<file path="config.mk">
export PLATFORM = sky130hd
export DESIGN_NAME = arst_seq_flat
export DESIGN_NICKNAME = d
export VERILOG_FILES = /design/src/rtl/arst_seq_if.sv /design/src/rtl/arst_seq.sv /design/src/flat_wrapper.sv
export SDC_FILE = /design/constraint.sdc
export NUM_CORES = 1
export LEC_CHECK = 0
export CAP_MARGIN = 10
export CORE_ASPECT_RATIO = 0.8
export CORE_UTILIZATION = 42
export DETAILED_ROUTE_END_ITERATION = 16
export GPL_ROUTABILITY_DRIVEN = 0
export SLEW_MARGIN = 10
export SYNTH_ARGS = -nofsm -noshare
export SYNTH_HDL_FRONTEND = slang
export SYNTH_SLANG_ARGS = --single-unit
</file>
<file path="constraint.sdc">
create_clock -name clk -period 2.68 [get_ports clk]
set_clock_uncertainty 0.1 [all_clocks]
set_input_delay 0.536 -clock clk [delete_from_list [all_inputs] [get_ports clk]]
set_output_delay 0.536 -clock clk [all_outputs]
set_load 0.03 [all_outputs]
</file>
<file path="src/rtl/arst_seq_if.sv">
// ---------------------------------------------------------------------------
// arst_seq_if
// Request/response bundle between a reset-sequencer client and arst_seq.
//
// Signals:
//   set_req    client -> sequencer  request a set pulse on set_out_b (level)
//   clr_req    client -> sequencer  request a clear pulse on rst_out_b (level)
//   rst_out_b  sequencer -> client  active-low asynchronous clear, downstream
//   set_out_b  sequencer -> client  active-low asynchronous preset, downstream
//   req_ready  sequencer -> client  high only while the sequencer is idle
//   done       sequencer -> client  one-cycle completion pulse
// ---------------------------------------------------------------------------
interface arst_seq_if;
   logic set_req;
   logic clr_req;
   logic rst_out_b;
   logic set_out_b;
   logic req_ready;
   logic done;

   modport master (
      output set_req,
      output clr_req,
      input  rst_out_b,
      input  set_out_b,
      input  req_ready,
      input  done
   );

   modport slave (
      input  set_req,
      input  clr_req,
      output rst_out_b,
      output set_out_b,
      output req_ready,
      output done
   );
endinterface

</file>
<file path="src/rtl/arst_seq.sv">
// ---------------------------------------------------------------------------
// arst_seq
// Reset/preset pulse sequencer for downstream set/reset flops. After resetb
// is released the release is synchronised, rst_out_b is held low for a
// further PULSE_CYC cycles, and then set/clear pulse requests are served one
// at a time, each framed by GAP_CYC cycles with both outputs high.
// rst_out_b and set_out_b are never low together.
//
// Ports:
//   clk     input   clock, all state changes on the rising edge
//   resetb  input   asynchronous active-low reset
//   bus_if  slave   set_req/clr_req in; rst_out_b/set_out_b/req_ready/done out
//
// Parameters:
//   SYNC_STAGES  reset-release synchroniser depth (>= 2)
//   PULSE_CYC    width of every pulse and of the post-reset hold (>= 1)
//   GAP_CYC      idle-high cycles before and after every pulse (>= 1)
// ---------------------------------------------------------------------------
module arst_seq #(
   parameter int SYNC_STAGES = 2,
   parameter int PULSE_CYC   = 4,
   parameter int GAP_CYC     = 1
) (
   input logic       clk,
   input logic       resetb,
   arst_seq_if.slave bus_if
);

   localparam int MAX_CYC = (PULSE_CYC > GAP_CYC) ? PULSE_CYC : GAP_CYC;
   localparam int CNT_W   = $clog2(MAX_CYC) + 1;

   // Counter reload values: a phase of N cycles counts N-1 down to zero.
   localparam logic [CNT_W-1:0] PULSE_LOAD = CNT_W'(PULSE_CYC - 1);
   localparam logic [CNT_W-1:0] GAP_LOAD   = CNT_W'(GAP_CYC - 1);
   localparam logic [CNT_W-1:0] CNT_ZERO   = {CNT_W{1'b0}};
   localparam logic [CNT_W-1:0] CNT_ONE    = CNT_W'(1);

   typedef enum logic [2:0] {
      ST_RST   = 3'd0,
      ST_SYNC  = 3'd1,
      ST_HOLD  = 3'd2,
      ST_IDLE  = 3'd3,
      ST_PRE   = 3'd4,
      ST_PULSE = 3'd5,
      ST_POST  = 3'd6
   } state_e;

   state_e                 state_q,     state_d;
   logic [SYNC_STAGES-1:0] sync_q,      sync_d;
   logic [CNT_W-1:0]       cnt_q,       cnt_d;
   logic                   sel_clr_q,   sel_clr_d;
   logic                   rst_out_b_q, rst_out_b_d;
   logic                   set_out_b_q, set_out_b_d;
   logic                   req_ready_q, req_ready_d;
   logic                   done_q,      done_d;

   // State, synchroniser, counter and output flops; resetb forces the safe state at once.
   always_ff @(posedge clk or negedge resetb) begin
      if (!resetb) begin
         state_q     <= ST_RST;
         sync_q      <= {SYNC_STAGES{1'b0}};
         cnt_q       <= CNT_ZERO;
         sel_clr_q   <= 1'b0;
         rst_out_b_q <= 1'b0;
         set_out_b_q <= 1'b1;
         req_ready_q <= 1'b0;
         done_q      <= 1'b0;
      end else begin
         state_q     <= state_d;
         sync_q      <= sync_d;
         cnt_q       <= cnt_d;
         sel_clr_q   <= sel_clr_d;
         rst_out_b_q <= rst_out_b_d;
         set_out_b_q <= set_out_b_d;
         req_ready_q <= req_ready_d;
         done_q      <= done_d;
      end
   end

   // Next-state, counter and next-output decode.
   always_comb begin
      state_d   = state_q;
      cnt_d     = cnt_q;
      sel_clr_d = sel_clr_q;
      done_d    = 1'b0;
      // The chain keeps shifting ones in; it saturates once fully released.
      sync_d    = {sync_q[SYNC_STAGES-2:0], 1'b1};

      case (state_q)
         ST_RST: begin
            state_d = ST_SYNC;
         end
         ST_SYNC: begin
            // Leave on the edge that sets the last stage so the hold ends on
            // edge SYNC_STAGES+PULSE_CYC after release.
            if (sync_d[SYNC_STAGES-1]) begin
               state_d = ST_HOLD;
               cnt_d   = PULSE_LOAD;
            end else begin
               state_d = ST_SYNC;
            end
         end
         ST_HOLD: begin
            // Last synchroniser stage doubles as an interlock on release.
            if ((cnt_q == CNT_ZERO) && sync_q[SYNC_STAGES-1]) begin
               state_d = ST_IDLE;
            end else if (cnt_q != CNT_ZERO) begin
               cnt_d = cnt_q - CNT_ONE;
            end else begin
               cnt_d = CNT_ZERO;
            end
         end
         ST_IDLE: begin
            // Clear wins over set; a simultaneous set request is dropped.
            if (bus_if.clr_req || bus_if.set_req) begin
               state_d   = ST_PRE;
               cnt_d     = GAP_LOAD;
               sel_clr_d = bus_if.clr_req;
            end else begin
               state_d = ST_IDLE;
            end
         end
         ST_PRE: begin
            if (cnt_q == CNT_ZERO) begin
               state_d = ST_PULSE;
               cnt_d   = PULSE_LOAD;
            end else begin
               cnt_d = cnt_q - CNT_ONE;
            end
         end
         ST_PULSE: begin
            if (cnt_q == CNT_ZERO) begin
               state_d = ST_POST;
               cnt_d   = GAP_LOAD;
            end else begin
               cnt_d = cnt_q - CNT_ONE;
            end
         end
         ST_POST: begin
            if (cnt_q == CNT_ZERO) begin
               state_d = ST_IDLE;
               done_d  = 1'b1;
            end else begin
               cnt_d = cnt_q - CNT_ONE;
            end
         end
         default: begin
            state_d = ST_RST;
            cnt_d   = CNT_ZERO;
         end
      endcase

      // Outputs are decoded from the next state so they register with it.
      // Only one of the two active-low outputs can be low in any state.
      rst_out_b_d = 1'b1;
      set_out_b_d = 1'b1;
      case (state_d)
         ST_RST, ST_SYNC, ST_HOLD: begin
            rst_out_b_d = 1'b0;
         end
         ST_PULSE: begin
            if (sel_clr_d) begin
               rst_out_b_d = 1'b0;
            end else begin
               set_out_b_d = 1'b0;
            end
         end
         default: begin
            rst_out_b_d = 1'b1;
            set_out_b_d = 1'b1;
         end
      endcase

      req_ready_d = (state_d == ST_IDLE);
   end

   assign bus_if.rst_out_b = rst_out_b_q;
   assign bus_if.set_out_b = set_out_b_q;
   assign bus_if.req_ready = req_ready_q;
   assign bus_if.done      = done_q;

endmodule
</file>
<file path="src/flat_wrapper.sv">
// flat-port wrapper written by rule: the top's interface ports become plain ports
module arst_seq_flat 
#(
   parameter int SYNC_STAGES = 2,
   parameter int PULSE_CYC   = 4,
   parameter int GAP_CYC     = 1
)
  (clk, resetb, bus_if_set_req, bus_if_clr_req, bus_if_rst_out_b, bus_if_set_out_b, bus_if_req_ready, bus_if_done);
  arst_seq_if bus_if_i ();
  input logic clk;
  input logic resetb;
  input wire logic [$bits(bus_if_i.set_req)-1:0] bus_if_set_req;
  input wire logic [$bits(bus_if_i.clr_req)-1:0] bus_if_clr_req;
  output wire logic [$bits(bus_if_i.rst_out_b)-1:0] bus_if_rst_out_b;
  output wire logic [$bits(bus_if_i.set_out_b)-1:0] bus_if_set_out_b;
  output wire logic [$bits(bus_if_i.req_ready)-1:0] bus_if_req_ready;
  output wire logic [$bits(bus_if_i.done)-1:0] bus_if_done;
  assign bus_if_i.set_req = bus_if_set_req;
  assign bus_if_i.clr_req = bus_if_clr_req;
  assign bus_if_rst_out_b = bus_if_i.rst_out_b;
  assign bus_if_set_out_b = bus_if_i.set_out_b;
  assign bus_if_req_ready = bus_if_i.req_ready;
  assign bus_if_done = bus_if_i.done;
  arst_seq #(.SYNC_STAGES(SYNC_STAGES), .PULSE_CYC(PULSE_CYC), .GAP_CYC(GAP_CYC)) u_core (.clk(clk), .resetb(resetb), .bus_if(bus_if_i));
endmodule
</file>
; Yosys cells after proc, flatten, opt, wreduce, memory -nomap -nowiden
; Index checks and enable logic that the tools add are counted.
[op_classes]
n_eq_ne = 14
n_shift = 0
n_lt_le_gt_ge = 0
n_reduce_logical = 8
bitwise = 1
add_sub_neg = 1
n_mux = 23
div_mod_pow = 0
n_mul = 0
[ops]
columns = op, n
row1 = $pmux W3 S7, 2
row2 = $mux W3, 12
row3 = $eq A3 B2 Y1 const B, 4
row4 = $eq A3 B3 Y1 const B, 4
row5 = $logic_not A3 Y1, 3
row6 = $mux W1, 7
row7 = $eq A3 B1 Y1 const B, 2
row8 = $reduce_and A5 Y1, 1
row9 = $ne A2 B1 Y1 const B, 2
row10 = $ne A2 B2 Y1 const B, 2
row11 = $reduce_bool A3 Y1, 1
row12 = $reduce_or A3 Y1, 1
row13 = $sub A3 B1 Y3 const B, 1
row14 = $mux W2, 1
row15 = $pmux W1 S2, 1
row16 = $logic_and A1 B1 Y1, 1
row17 = $logic_or A1 B1 Y1, 1
row18 = $not A1 Y1, 1
[totals]
register_bits = 13
romBits = 0
memories = 0
latch_bits = 0
ramBits = 0

; Logic depth before layout (Yosys ltp)
; Gate-level depths: netlist (run 1).
[logic_depth]
depth_word = 7
mapped_depth = 7
mapped_depth_nobuf = 7

; Worst setup path before layout (run 1)
; OpenSTA, ideal clock, no wires.
[synth_path]
kind = register to register
from = register u_core.cnt_q[0]
to = register u_core.cnt_q[1]
stages_incl_launch_ff = 7
arrival_time_ns = 1.330
period_less_slack_ns = 1.509
setup_ns = 0.079
required_ns = 2.501
setup_slack_ns = 1.171
cell_sequence = dfrtp_1 -> inv_1 -> ha_1 -> nor2b_4 -> a21oi_2 -> o32a_1 -> mux2i_1
[synth_via]
elab_chain_len = 4
word_cells_on_any_way = 13
[synth_rtl]
columns = element, line
row1 = from (decl), arst_seq.sv:50  ; logic [CNT_W-1:0] cnt_q, cnt_d;
row2 = from (signal assigned), arst_seq.sv:71  ; cnt_q <= cnt_d;
row3 = "$sub A3 B1 Y3, or another cell as far along", --
row4 = $mux W3 or $logic_and A1 B1 Y1 (tied branches), "arst_seq.sv:107, arst_seq.sv:105"
row5 = $mux W3 or $ne A2 B2 Y1 (tied branches), --
row6 = $pmux W3 S7 or $reduce_and A5 Y1 (tied branches), --
; Parallel ways exist; a longest one is shown, timed or not. The select of a mux whose other input is x is not followed.
; A chain may end at the register's enable or synchronous reset.

; Final worst setup path (run 1)
[layout_path]
from = register u_core.set_out_b_q, in the netlist u_core.bus_if.set_out_b
to = output bus_if_set_out_b
[layout_lines]
columns = element, line
row1 = from (decl), arst_seq.sv:53  ; logic set_out_b_q, set_out_b_d;
row2 = from (signal assigned), arst_seq.sv:74  ; set_out_b_q <= set_out_b_d;
row3 = to (decl), flat_wrapper.sv:15  ; output wire logic [$bits(bus_if_i.set_out_b)-1:0] bus_if_set_out_b;
; No word-level cell between the ends.

==> impl_metrics.csv, run 1 <==
group,metric,value,unit
run_status,status,"completed",
final_layout,final-instance-count-excl-fill,105,
route,met3_length,64,um
logic_synthesis,yosysTopAreaCell,"dfrtp_1",
worst_hold_path,holdPathStages,0,
route,met1_length,775,um
clocking,clk_pin_slew,0.08,ns
die,die_height,40.8,um
setup_path,critPathArrivalTime,1.46,ns
setup_path,timing.rr.start,"u_core.cnt_q[0]",
final_layout,fin_util,53.0,%
route,wl_met2,633,um
logic_synthesis,yosys.area.top_type_share,38.0,%
die,placementRows,13,
die,coreArea,1690,sq um
timing,period_share,78.2,%
die,io_pins,8,
setup_path,timing.critical_path.buf_inv,1,
route,drt_wl_total,1.48,mm
route,dr.first_iter.drc_count,9,
timing,finalSetupViolations,0,
place,dp_slack,0.594,ns
power_and_ir_drop,powerDensity,1300,nW/um^2
final_layout,area_growth,13.3,%
clocking,clk_latency,0.27,ns
logic_synthesis,synth_warnings,0,
route,drt_pass1_iterations,2,
timing,layout_setup_ws,0.584,ns
place,port_buffers,7,
job,maxCapViolCount,0,
place,place_inst,101,
worst_hold_path,hp-start,"u_core.sync_q[0]",
timing,timing.hold.ws,0.326,ns
setup_path,r2r_cells,7,
clocking,cts_tree,"done",
setup_path,crit_chain,"clkdlybuf4s50_1",
global_route,track_usage,17.9,%
die,dieArea,2060,sq um
final_layout,antenna_cells,0,
final_layout,drive_above_1_share,20.5,%
die,die_w,50.5,um
route,route.detailed.drc,0,
worst_hold_path,holdCritPathClass,"reg2reg",
timing,setup-tns-final,0,ns
clocking,cts_hold_buf,0,
timing,rsz0062_at_grt,"no",
global_route,grt-ovfl-total,0,
die,start_util,46.7,%
clocking,cts_root_buffer,"clkbuf_4",
final_layout,mostFrequentLayoutCells,"dfrtp_1, inv_1, clkdlybuf4s50_1, nor2_1",
setup_path,rr_endpoint,"u_core.bus_if.set_out_b",
final_layout,final_nets,90,
setup_path,critPathMaxStageDelay,0.66,ns
setup_path,required,2.04,ns
clocking,cts-resized-gates,0,
clocking,cts_buffers,3,
setup_path,critical_path.slowest_cell,"clkdlybuf4s50_1",
setup_path,r2r_slack,0.92,ns
timing,max_freq,477,MHz
logic_synthesis,ys_seq_elements,13,
setup_path,crit_type,"reg2out",
final_layout,n_fill_cell,163,
clocking,post_cts_buffers,0,
power_and_ir_drop,ir_worst_vdd,0.849,mV
timing,relSlewSlack,62.5,%
timing,hold_violations,0,
global_route,grt_pass1_vias,526,
clocking,cts.sinks,13,
route,vias,569,
clocking,cts_buffer_depth,2,
route,highest_layer,"met4",
setup_path,cp_max_fo,1,
logic_synthesis,syn_nets,81,
global_route,grt_pass1_wl,2.52,mm
logic_synthesis,synth_cell_types,42,
logic_synthesis,synth_cells,75,
route,drt.antenna.violating_nets,0,
setup_path,crit_family,"buffers and inverters",
route,wire_per_inst,14.1,um
logic_synthesis,avgSynthCellArea,10.5,sq um
logic_synthesis,syn_area,791,sq um
place,dpl.hpwl,1.10,mm
timing,fin_crit,2.10,ns
final_layout,final_common_cell,"dfrtp_1",
setup_path,end_kind,"output port",
global_route,antenna_found_initial,0,
clocking,h-tree-depth,1,
route,vias_per_cell,5.42,
logic_synthesis,yosys-top-cells-area,"dfrtp_1, dfstp_2, inv_1",
timing,slew_viol_final,0,
worst_hold_path,min_to,"u_core.sync_q[1]",
setup_path,cp-start-kind,"register",
logic_synthesis,synth-seq-area-share,41.3,%
global_route,grt_max_degree,18,
timing,worst_pin_slew,0.561,ns
power_and_ir_drop,power.leakage,0.385,nW
[state kept, by name, indices dropped and copies added (netlist names)]
register,count
u_core.cnt_q,3
u_core.state_q,3
u_core.sync_q,2
u_core.bus_if.done,1
u_core.bus_if.req_ready,1
u_core.bus_if.rst_out_b,1
u_core.bus_if.set_out_b,1
u_core.sel_clr_q,1
[cell type report]
class | count | area, sq um | share of cell area (%)
Sequential cell | 13 | 327 | 36.5
Inverter | 7 | 26.3 | 2.93
Clock inverter | 1 | 5.00 | 0.559
Multi-Input combinational cell | 52 | 418 | 46.6
Clock buffer | 3 | 22.5 | 2.51
Timing Repair Buffer | 7 | 70.1 | 7.82
Tap cell | 22 | 27.5 | 3.07
[logic make-up after synthesis]
family,after synthesis,synth area share [%]
AO/OA/AOI/OAI,25,28.2
adder cells (fa/ha/maj),2,3.16
buffers and inverters,10,5.85
flip-flops,13,41.3
multiplexers,2,2.53
other,1,0.474
AND/OR/NAND/NOR,22,18.5
[where the power goes]
| part | internal (mW) | leakage [nW] | total (mW) | switching, mW |
|---|---|---|---|---|
| Combinational | 0.313 | 0.207 | 0.646 | 0.333 |
| Sequential | 0.271 | 0.160 | 0.399 | 0.128 |
| Clock | 0.0553 | 0.0177 | 0.118 | 0.0629 |
[per-layer routing]
layer	up-vias	global-route usage, %
met5	-	0
met4	0	4.17
met3	2	5.56
met2	8	28.7
met1	270	24.3
li1	289	-
[stage by stage]
stage,cell area (sq um),power [mW]
2_1_floorplan,791,0.917
3_3_place_gp,868,1.04
3_5_place_dp,868,1.05
4_1_cts,896,1.17
5_1_grt,896,1.27
6_report,896,1.16
[Yosys cell counts (all sizes together)]
library cell,n
a21boi,1
a21oi,5
a22oi,3
a2bb2oi,2
a31oi,1
and2,1
and3,1
and3b,1
buf,3
conb,1
dfrtp,12
dfstp,1
ha,2
inv,7
mux2i,2
nand2,1
nand2b,2
nand3,1
nand4,1
nand4b,2
nor2,5
nor2b,1
nor3,1
nor3b,1
o211a,1
o211ai,2
o21a,1
o21ai,5
o2bb2ai,1
o32a,2
o32ai,1
or2,3
or2b,1
[how the worst max path moves through the flow]
stage                                          to  cells past startpoint                     from  slack, ns
final                            bus_if_set_out_b                      1  u_core.bus_if.set_out_b       0.58
after global routing             bus_if_set_out_b                      1  u_core.bus_if.set_out_b       0.55
after CTS                        bus_if_set_out_b                      1  u_core.bus_if.set_out_b       0.57
after detailed placement  u_core.bus_if.set_out_b                      6           bus_if_clr_req       0.59
after global placement    u_core.bus_if.set_out_b                      6           bus_if_clr_req       0.63
after floorplan                   u_core.cnt_q[1]                      6          u_core.cnt_q[0]       1.17
Power figures use the tool's default switching activity.
==> inputs of run 2 (changes only) <==
Clock period 2.68 ns to 2 ns, I/O delays scaled along.
==> impl_metrics.csv, run 2 (synthesis gave the netlist of run 1 again) <==
group,metric,value,unit
run_status,status,"completed",
power_and_ir_drop,swShare,44.9,%
clocking,post_cts_buffers,0,
power_and_ir_drop,p_switching,0.706,mW
route,drt_pass1_iterations,4,
die,io_pins,8,
setup_path,crit_type,"reg2out",
clocking,cts_hold_buf,0,
clocking,cts_buffer_depth,2,
route,dr.first_iter.drc_count,5,
worst_hold_path,holdCritPathClass,"reg2reg",
clocking,clk_pin_slew,0.08,ns
place,dpl.hpwl,1.06,mm
global_route,grt_max_degree,18,
global_route,track_usage,17.8,%
final_layout,final_common_cell,"dfrtp_1",
timing,fin_crit,1.96,ns
global_route,antenna_found_initial,0,
final_layout,final-instance-count-excl-fill,106,
setup_path,critPathMaxStageDelay,0.65,ns
global_route,grt-ovfl-total,0,
global_route,grt_pass1_wl,2.52,mm
route,drt_wl_total,1.46,mm
final_layout,reg.largest.list,"u_core.cnt_q x3, u_core.state_q x3, u_core.sync_q x2",
setup_path,timing.critical_path.buf_inv,1,
timing,rsz0062_at_grt,"no",
clocking,cts-resized-gates,0,
route,wire_per_inst,13.8,um
power_and_ir_drop,ir_worst_vdd,0.922,mV
global_route,grt_pass1_vias,539,
power_and_ir_drop,intPower,0.868,mW
timing,max_freq,510,MHz
setup_path,critPathArrivalTime,1.46,ns
final_layout,antenna_cells,0,
power_and_ir_drop,powerDensity,1740,nW/um^2
clocking,cts_buffers,3,
die,placementRows,13,
clocking,clk_latency,0.28,ns
power_and_ir_drop,total_power,1.57,mW
route,vias_per_cell,5.25,
timing,finalSetupViolations,0,
power_and_ir_drop,clkPwrFrac,10.4,%
setup_path,crit_family,"buffers and inverters",
place,port_buffers,7,
timing,setup-tns-final,0,ns
final_layout,mostFrequentLayoutCells,"dfrtp_1, inv_1, clkdlybuf4s50_1, nor2_1",
final_layout,fin_util,53.4,%
setup_path,cp-start-kind,"register",
die,start_util,46.7,%
setup_path,critical_path.slowest_cell,"clkdlybuf4s50_1",
route,route.detailed.drc,0,
power_and_ir_drop,combPwrFrac,56.5,%
timing,worst_pin_slew,0.562,ns
final_layout,drive_above_1_share,21.4,%
clocking,cts_tree,"done",
job,maxCapViolCount,0,
timing,relSlewSlack,62.4,%
timing,slew_viol_final,0,
die,die_w,50.5,um
route,drt.antenna.violating_nets,0,
setup_path,end_kind,"output port",
setup_path,crit_chain,"clkdlybuf4s50_1",
setup_path,required,1.50,ns
place,dp_slack,0.104,ns
setup_path,cp_max_fo,1,
die,dieArea,2060,sq um
final_layout,area_growth,14.2,%
die,die_height,40.8,um
place,place_inst,102,
power_and_ir_drop,power.leakage,0.390,nW
timing,period_share,98.0,%
final_layout,final_nets,91,
clocking,cts_root_buffer,"clkbuf_4",
die,coreArea,1690,sq um
timing,layout_setup_ws,0.0399,ns
clocking,h-tree-depth,1,
clocking,cts.sinks,13,
timing,hold_violations,0,
route,vias,557,
power_and_ir_drop,seqPwrFrac,33.1,%
## run 2: changes by cell type in the layout (fill, tap and decap cells not counted)
cell / delta
buf_4: +1
## run 2: power groups by stage
stage / Combinational [mW] / Clock, mW / Sequential (mW)
after global routing: 0.976 / 0.189 / 0.540
after global placement: 0.884 / 0 / 0.523
after CTS: 0.891 / 0.174 / 0.518
final: 0.889 / 0.164 / 0.520
after floorplan: 0.740 / 0 / 0.489
after detailed placement: 0.886 / 0 / 0.522
## run 2: path summary, 6_finish.rpt
check                                   startpoint               end  slack (ns)  cells after the start
max reg2reg                        u_core.cnt_q[0]   u_core.cnt_q[1]        0.26                      6
max in group asynchronous                   resetb   u_core.cnt_q[0]        1.05                      1
min                               u_core.sync_q[0]  u_core.sync_q[1]        0.33                      0
min in group asynchronous                   resetb   u_core.cnt_q[2]        0.37                      1
max                        u_core.bus_if.set_out_b  bus_if_set_out_b        0.04                      1
min reg2reg                       u_core.sync_q[0]  u_core.sync_q[1]        0.33                      0
## run 2: layout make-up
class	count	area (sq um)
clock inverter	1	5.00
fill	167	788
multi-input combinational	52	418
timing repair buffer	8	77.6
inverter	7	26.3
sequential	13	327
clock buffer	3	22.5
tap	22	27.5
## run 2: layer usage
layer  wire (um)  global-route usage, %  up-vias
li1            -                      -      288
met1         765                   22.9      254
met2         595                   26.3       12
met3          84                   7.78        3
met4          12                   7.64        0
met5           0                      0        -
## run 2: metrics by stage
step / hold WS [ns] / instance area (sq um)
global placement: 0.317 / 876
global route: 0.347 / 903
detailed placement: 0.310 / 876
CTS: 0.330 / 903
floorplan: 0.00441 / 791
finish: 0.326 / 903
